### src/rtl/alu_stream.sv
// Streaming integer ALU. A request is registered in S1, evaluated on the next
// edge and queued in an in-order result FIFO with a valid/ready output port.
module alu_stream #(
  parameter int XLEN       = 32,
  parameter int TAG_W      = 4,
  parameter int FIFO_DEPTH = 4
) (
  input  logic                          soc_clk,
  input  logic                          reset_n,
  input  logic                          in_valid,
  output logic                          in_ready,
  input  logic [4:0]                    in_op,
  input  logic [XLEN-1:0]               in_dat1,
  input  logic [XLEN-1:0]               in_dat2,
  input  logic [TAG_W-1:0]              in_tag,
  input  logic                          flush,
  output logic                          out_valid,
  input  logic                          out_ready,
  output logic [XLEN-1:0]               out_res,
  output logic [TAG_W-1:0]              out_tag,
  output logic                          out_overflow,
  output logic                          out_con_met,
  output logic                          out_zero,
  output logic                          out_err,
  output logic [$clog2(FIFO_DEPTH):0]   count
);
  localparam int SHW = $clog2(XLEN);
  localparam int PW  = $clog2(FIFO_DEPTH);
  localparam int CW  = PW + 1;
  localparam int M   = XLEN - 1;

  typedef struct packed {
    logic [4:0]       op;
    logic [XLEN-1:0]  a;
    logic [XLEN-1:0]  b;
    logic [TAG_W-1:0] tag;
  } req_t;

  typedef struct packed {
    logic [XLEN-1:0]  res;
    logic [TAG_W-1:0] tag;
    logic             ovf;
    logic             con;
    logic             zero;
    logic             err;
  } rsp_t;

  req_t            s1;
  logic            s1_valid;
  rsp_t            alu;
  rsp_t            mem [FIFO_DEPTH];
  logic [PW-1:0]   wr_ptr, rd_ptr;
  logic            accept, push, pop;
  logic [SHW-1:0]  shamt;
  logic            lt_s, lt_u;

  // S1 always owns a slot: occupancy counts the buffered entries plus S1.
  assign in_ready  = ((CW+1)'(count) + (CW+1)'(s1_valid) < (CW+1)'(FIFO_DEPTH)) && !flush;
  assign accept    = in_valid && in_ready;
  assign push      = s1_valid;
  assign out_valid = (count != '0);
  assign pop       = out_valid && out_ready;

  always_ff @(posedge soc_clk or negedge reset_n) begin
    if (!reset_n)   s1_valid <= 1'b0;
    else if (flush) s1_valid <= 1'b0;
    else            s1_valid <= accept;
  end

  always_ff @(posedge soc_clk) begin
    if (accept) s1 <= '{op: in_op, a: in_dat1, b: in_dat2, tag: in_tag};
  end

  assign shamt = s1.b[SHW-1:0];
  assign lt_s  = $signed(s1.a) < $signed(s1.b);
  assign lt_u  = s1.a < s1.b;

  always_comb begin
    alu     = '0;
    alu.tag = s1.tag;
    case (s1.op)
      5'd0:  alu.con = (s1.a == s1.b);
      5'd1:  alu.con = (s1.a != s1.b);
      5'd2:  alu.con = lt_s;
      5'd3:  alu.con = !lt_s;
      5'd4:  alu.con = lt_u;
      5'd5:  alu.con = !lt_u;
      5'd6: begin
        alu.res = s1.a + s1.b;
        alu.ovf = (s1.a[M] == s1.b[M]) && (alu.res[M] != s1.a[M]);
      end
      5'd7: begin
        alu.res = s1.a - s1.b;
        alu.ovf = (s1.a[M] != s1.b[M]) && (alu.res[M] != s1.a[M]);
      end
      5'd8:  alu.res = s1.a << shamt;
      5'd9:  alu.res = XLEN'(lt_s);
      5'd10: alu.res = XLEN'(lt_u);
      5'd11: alu.res = s1.a ^ s1.b;
      5'd12: alu.res = s1.a >> shamt;
      5'd13: alu.res = $signed(s1.a) >>> shamt;
      5'd14: alu.res = s1.a | s1.b;
      5'd15: alu.res = s1.a & s1.b;
      default: alu.err = 1'b1;
    endcase
    if (s1.op < 5'd6) alu.res = XLEN'(alu.con);
    alu.zero = (alu.res == '0);
  end

  always_ff @(posedge soc_clk or negedge reset_n) begin
    if (!reset_n) begin
      wr_ptr <= '0;
      rd_ptr <= '0;
      count  <= '0;
    end else if (flush) begin
      wr_ptr <= '0;
      rd_ptr <= '0;
      count  <= '0;
    end else begin
      if (push) wr_ptr <= wr_ptr + 1'b1;
      if (pop)  rd_ptr <= rd_ptr + 1'b1;
      count <= count + CW'(push) - CW'(pop);
    end
  end

  always_ff @(posedge soc_clk) begin
    if (push && !flush) mem[wr_ptr] <= alu;
  end

  // Payload is forced to zero whenever the head is empty.
  assign out_res      = out_valid ? mem[rd_ptr].res  : '0;
  assign out_tag      = out_valid ? mem[rd_ptr].tag  : '0;
  assign out_overflow = out_valid && mem[rd_ptr].ovf;
  assign out_con_met  = out_valid && mem[rd_ptr].con;
  assign out_zero     = out_valid && mem[rd_ptr].zero;
  assign out_err      = out_valid && mem[rd_ptr].err;
endmodule

### config.mk
export PLATFORM = sky130hd
export DESIGN_NAME = alu_stream
export DESIGN_NICKNAME = d
export VERILOG_FILES = /design/src/rtl/alu_stream.sv
export SDC_FILE = /design/constraint.sdc
export NUM_CORES = 1
export LEC_CHECK = 0
export ABC_AREA = 1
export BUFFER_PORTS_ARGS = -buffer_cell sky130_fd_sc_hd__buf_2
export CORE_MARGIN = 2
export CORE_UTILIZATION = 39
export CTS_CLUSTER_SIZE = 10
export DETAILED_ROUTE_END_ITERATION = 6
export GPL_TIMING_DRIVEN = 0
export SLEW_MARGIN = 5
export SYNTH_ARGS = -nofsm -noshare
export SYNTH_HDL_FRONTEND = slang
export SYNTH_SLANG_ARGS = --single-unit
### constraint.sdc
create_clock -name soc_clk -period 3.2 [get_ports soc_clk]
set_input_delay 0.64 -clock soc_clk [delete_from_list [all_inputs] [get_ports soc_clk]]
set_output_delay 0.64 -clock soc_clk [all_outputs]
set_load 0.02 [all_outputs]
==> out/summary.txt <==
Area growth, synth to finish = 21.96%
Area share of the largest cell type after synthesis = 35.48%
CTS Sinks = 241
Count leader, synth = nand2_1
Pwr Density = 508.5 mW/mm2
Leak pwr = 11.15 nW
Wirelength per Cell = 25.23 um
Initial Util = 39.38%
Finished Cell Area = 0.02405 mm2
Die Ht = 228.9 um
Gate power share = 44.1%
Die width = 228.9 um
Synthesized cell area = 0.01972 mm2
Final Util = 48.03%
CP endpoint kind = flip-flop
Startpoint Class = flip-flop
Yosys warns = 0
Post-synth EDFFs = 233
Max Buffers Root-to-Sink = 3
Register share of total power = 31.4%
Grt ovf = 0
Max Slew Vio Count = 0
Max H-tree Level = 1
Critical Path AT = 3.60 ns
Clk_lat worst skew = 0.57 ns
Input/output buffers = 122
CP required = 3.61 ns
Final wirelength = 93350 um
Fraction of layout cells with a size suffix above 1 = 22.32%
Initial DRT Pass Iterations = 5
CTS tree = yes
Status = finished clean
Post-DP Area = 0.02131 mm2
RSZ-0062 raised after global routing = yes
Initial DRC Count = 1918
Post-synth net total = 2932
Die ar. = 0.05237 mm2
Total Routing Usage GR = 34.78%
Final #Nets = 3203
Placed wire-length estimate = 72630 um
Final worst-path cycle share = 99.43%
FF+latch count, synth = 241
Inserted Diodes = 0
Post-synth cell types = 51
Routed Antenna Nets = 0
Clock share of power = 24.4%
Final setup fails = 0
Dominant synthesized flop cell = edfxtp_1
Via count = 20530
Sw frac = 42.03%
Peak supply drop = 374.5 uV
Worst slew pin tran = 0.9180 ns
Sequential area share after synthesis = 36.50%
Relative slew slack = 38.80%
HP Class = input port to flip-flop
Internal power = 7.089 mW
Final hold viol count = 0
CTS buffer count = 29
Cells after Synth = 2743
Max-Cap Viols = 0
Total net switching power = 5.140 mW
Max Freq = 314.3 MHz
Initial antenna violation count = 0
Synth Area per Inst = 7.188 um2
Worst clock skew = 0.01484 ns
Clock Pin Slew Worst Setup and Hold Paths = 0.06 ns
Site Rows = 82
GPL Wtd Cong = 1.037
DRC = 0
Largest net degree at the start of global routing = 66
Yosys top cell by area = edfxtp_1
Hold WS = 0.2410 ns
Minimum clock period = 3.182 ns
First-pass GRT wire length = 132500 um
Vias per cell = 5.548
CTS root buffer = clkbuf_16
CORE AREA = 0.05007 mm2
Largest cells by area after synthesis = edfxtp_1, nand2_1, nand3_1
Vias in the first global route = 20030
Number of I/O pins = 123
Commonest cells post-synth = nand2_1, nand3_1, nor2_1
Setup CP Type = flip-flop to flip-flop
CP max FO = 6
Share of flip-flops with an asynchronous set or reset = 3.320%
==> cells by family after synthesis <==
logic type / after synthesis / share of synthesized area [%]
AOI/OAI and AO/OA: 353 / 9.867
xor gates and xnor gates: 5 / 0.2221
adders and majority gates: 111 / 7.158
buffers and inverters: 431 / 9.753
DFF: 241 / 36.50
and+or+nand+nor: 1602 / 36.50
==> flip-flops by register name (all words and copies together), names as in the netlist <==
signal	cells
alu	4
push	1
count	3
wr_ptr	2
rd_ptr	2
s1	69
mem	160
==> final cells by class <==
type	count	area, um2
Buffer	118	915.9
Clock buffer	40	787.0
Clock inverter	5	47.55
Fill cell	5150	26020
Inverter	309	1216
Multi-Input combinational cell	2071	11420
Sequential cell	241	7197
Tap cell	672	840.8
Timing Repair Buffer	244	1619
==> placed cells by master (no fill, tap or decap), drive strengths merged, types with 2 or more instances in the layout <==
| cell | Yosys | routed |
|---|---|---|
| clkinv | 7 | 11 |
| a31oi | 3 | 3 |
| nor2 | 372 | 372 |
| or2 | 3 | 3 |
| dfrtp | 8 | 8 |
| buf | 88 | 327 |
| inv | 302 | 300 |
| o21bai | 9 | 9 |
| fa | 3 | 3 |
| ha | 108 | 108 |
| nand3b | 9 | 9 |
| o22ai | 19 | 19 |
| a221oi | 2 | 2 |
| a21oi | 138 | 138 |
| clkinvlp | 0 | 2 |
| o211ai | 21 | 21 |
| xor2 | 5 | 5 |
| o221ai | 2 | 2 |
| edfxtp | 233 | 233 |
| o21ai | 155 | 155 |
| nand4 | 34 | 34 |
| clkbuf | 34 | 74 |
| nand2 | 722 | 722 |
| nand3 | 413 | 413 |
| nor3 | 29 | 29 |
| and2 | 18 | 18 |
==> layer usage <==
| layer | global-route usage (%) | vias up | routed length, um |
|---|---|---|---|
| met5 | 0 | - | 0 |
| met4 | 20.21 | 0 | 6366 |
| met3 | 4.965 | 223 | 5984 |
| met2 | 59.82 | 870 | 44620 |
| met1 | 41.49 | 9808 | 36380 |
| li1 | - | 9626 | - |
==> metrics by stage <==
| step | power, mW | setup WS [ns] | setup TNS (ns) | cells |
|---|---|---|---|---|
| finish | 12.23 | 0.01829 | 0 | 3700 |
| global placement | 8.639 | -1.403 | -281.31 | 3537 |
| detailed placement | 8.680 | -1.451 | -78.87 | 3542 |
| CTS | 11.96 | -0.05556 | -0.1815 | 3653 |
| global route | 12.84 | -0.05874 | -0.2169 | 3700 |
| floorplan | 6.910 | 0.2441 | 0 | 2743 |
==> final timing paths <==
path                             from   endpoint  slack (ns)  cells after the start
min                        in_dat2[4]      s1[8]        0.24                      1
max                             s1[4]  mem[3][1]        0.02                     17
max in group asynchronous     reset_n  rd_ptr[1]        2.58                      2
max reg2reg                     s1[4]  mem[3][1]        0.02                     17
min reg2reg                    alu[7]  mem[1][7]        0.49                      0
min in group asynchronous     reset_n   count[1]        0.45                      2
==> critical path: stages (launching register included) <==
cell and delay, ns:
edfxtp_1 0.53, buf_8 0.22, clkinv_8 0.08, buf_12 0.15, buf_4 0.16, nand2_2 0.09, nand3_1 0.09, nand3_1 0.13
nand3_1 0.19, nand4_1 0.24, nand3_2 0.24, nor2_2 0.17, nand2_2 0.11, nor2_4 0.19, nand3_2 0.08, nor2_2 0.10
nand2_2 0.09, nor2_4 0.13
==> power by group through the flow <==
stage                     logic, mW  registers [mW]  clock network, mW
after floorplan                3.05            3.86                  0
after global placement         4.72            3.92                  0
after detailed placement       4.76            3.92                  0
after CTS                      5.05            3.85               3.07
after global routing           5.82            3.85               3.17
final                          5.40            3.84               2.99
==> what timing repair did <==
| item | 4_1_cts | 5_1_grt |
|---|---|---|
| setup buffers | 68 | 48 |
| endpoints found under the hold margin | 8 | 0 |
| hold buffers | 1 | 0 |
| pin swaps | 17 | 50 |
| setup endpoints to repair | 180 | 21 |
| resized for setup | 117 | 169 |
No activity file was read; power rests on OpenSTA's default activity.
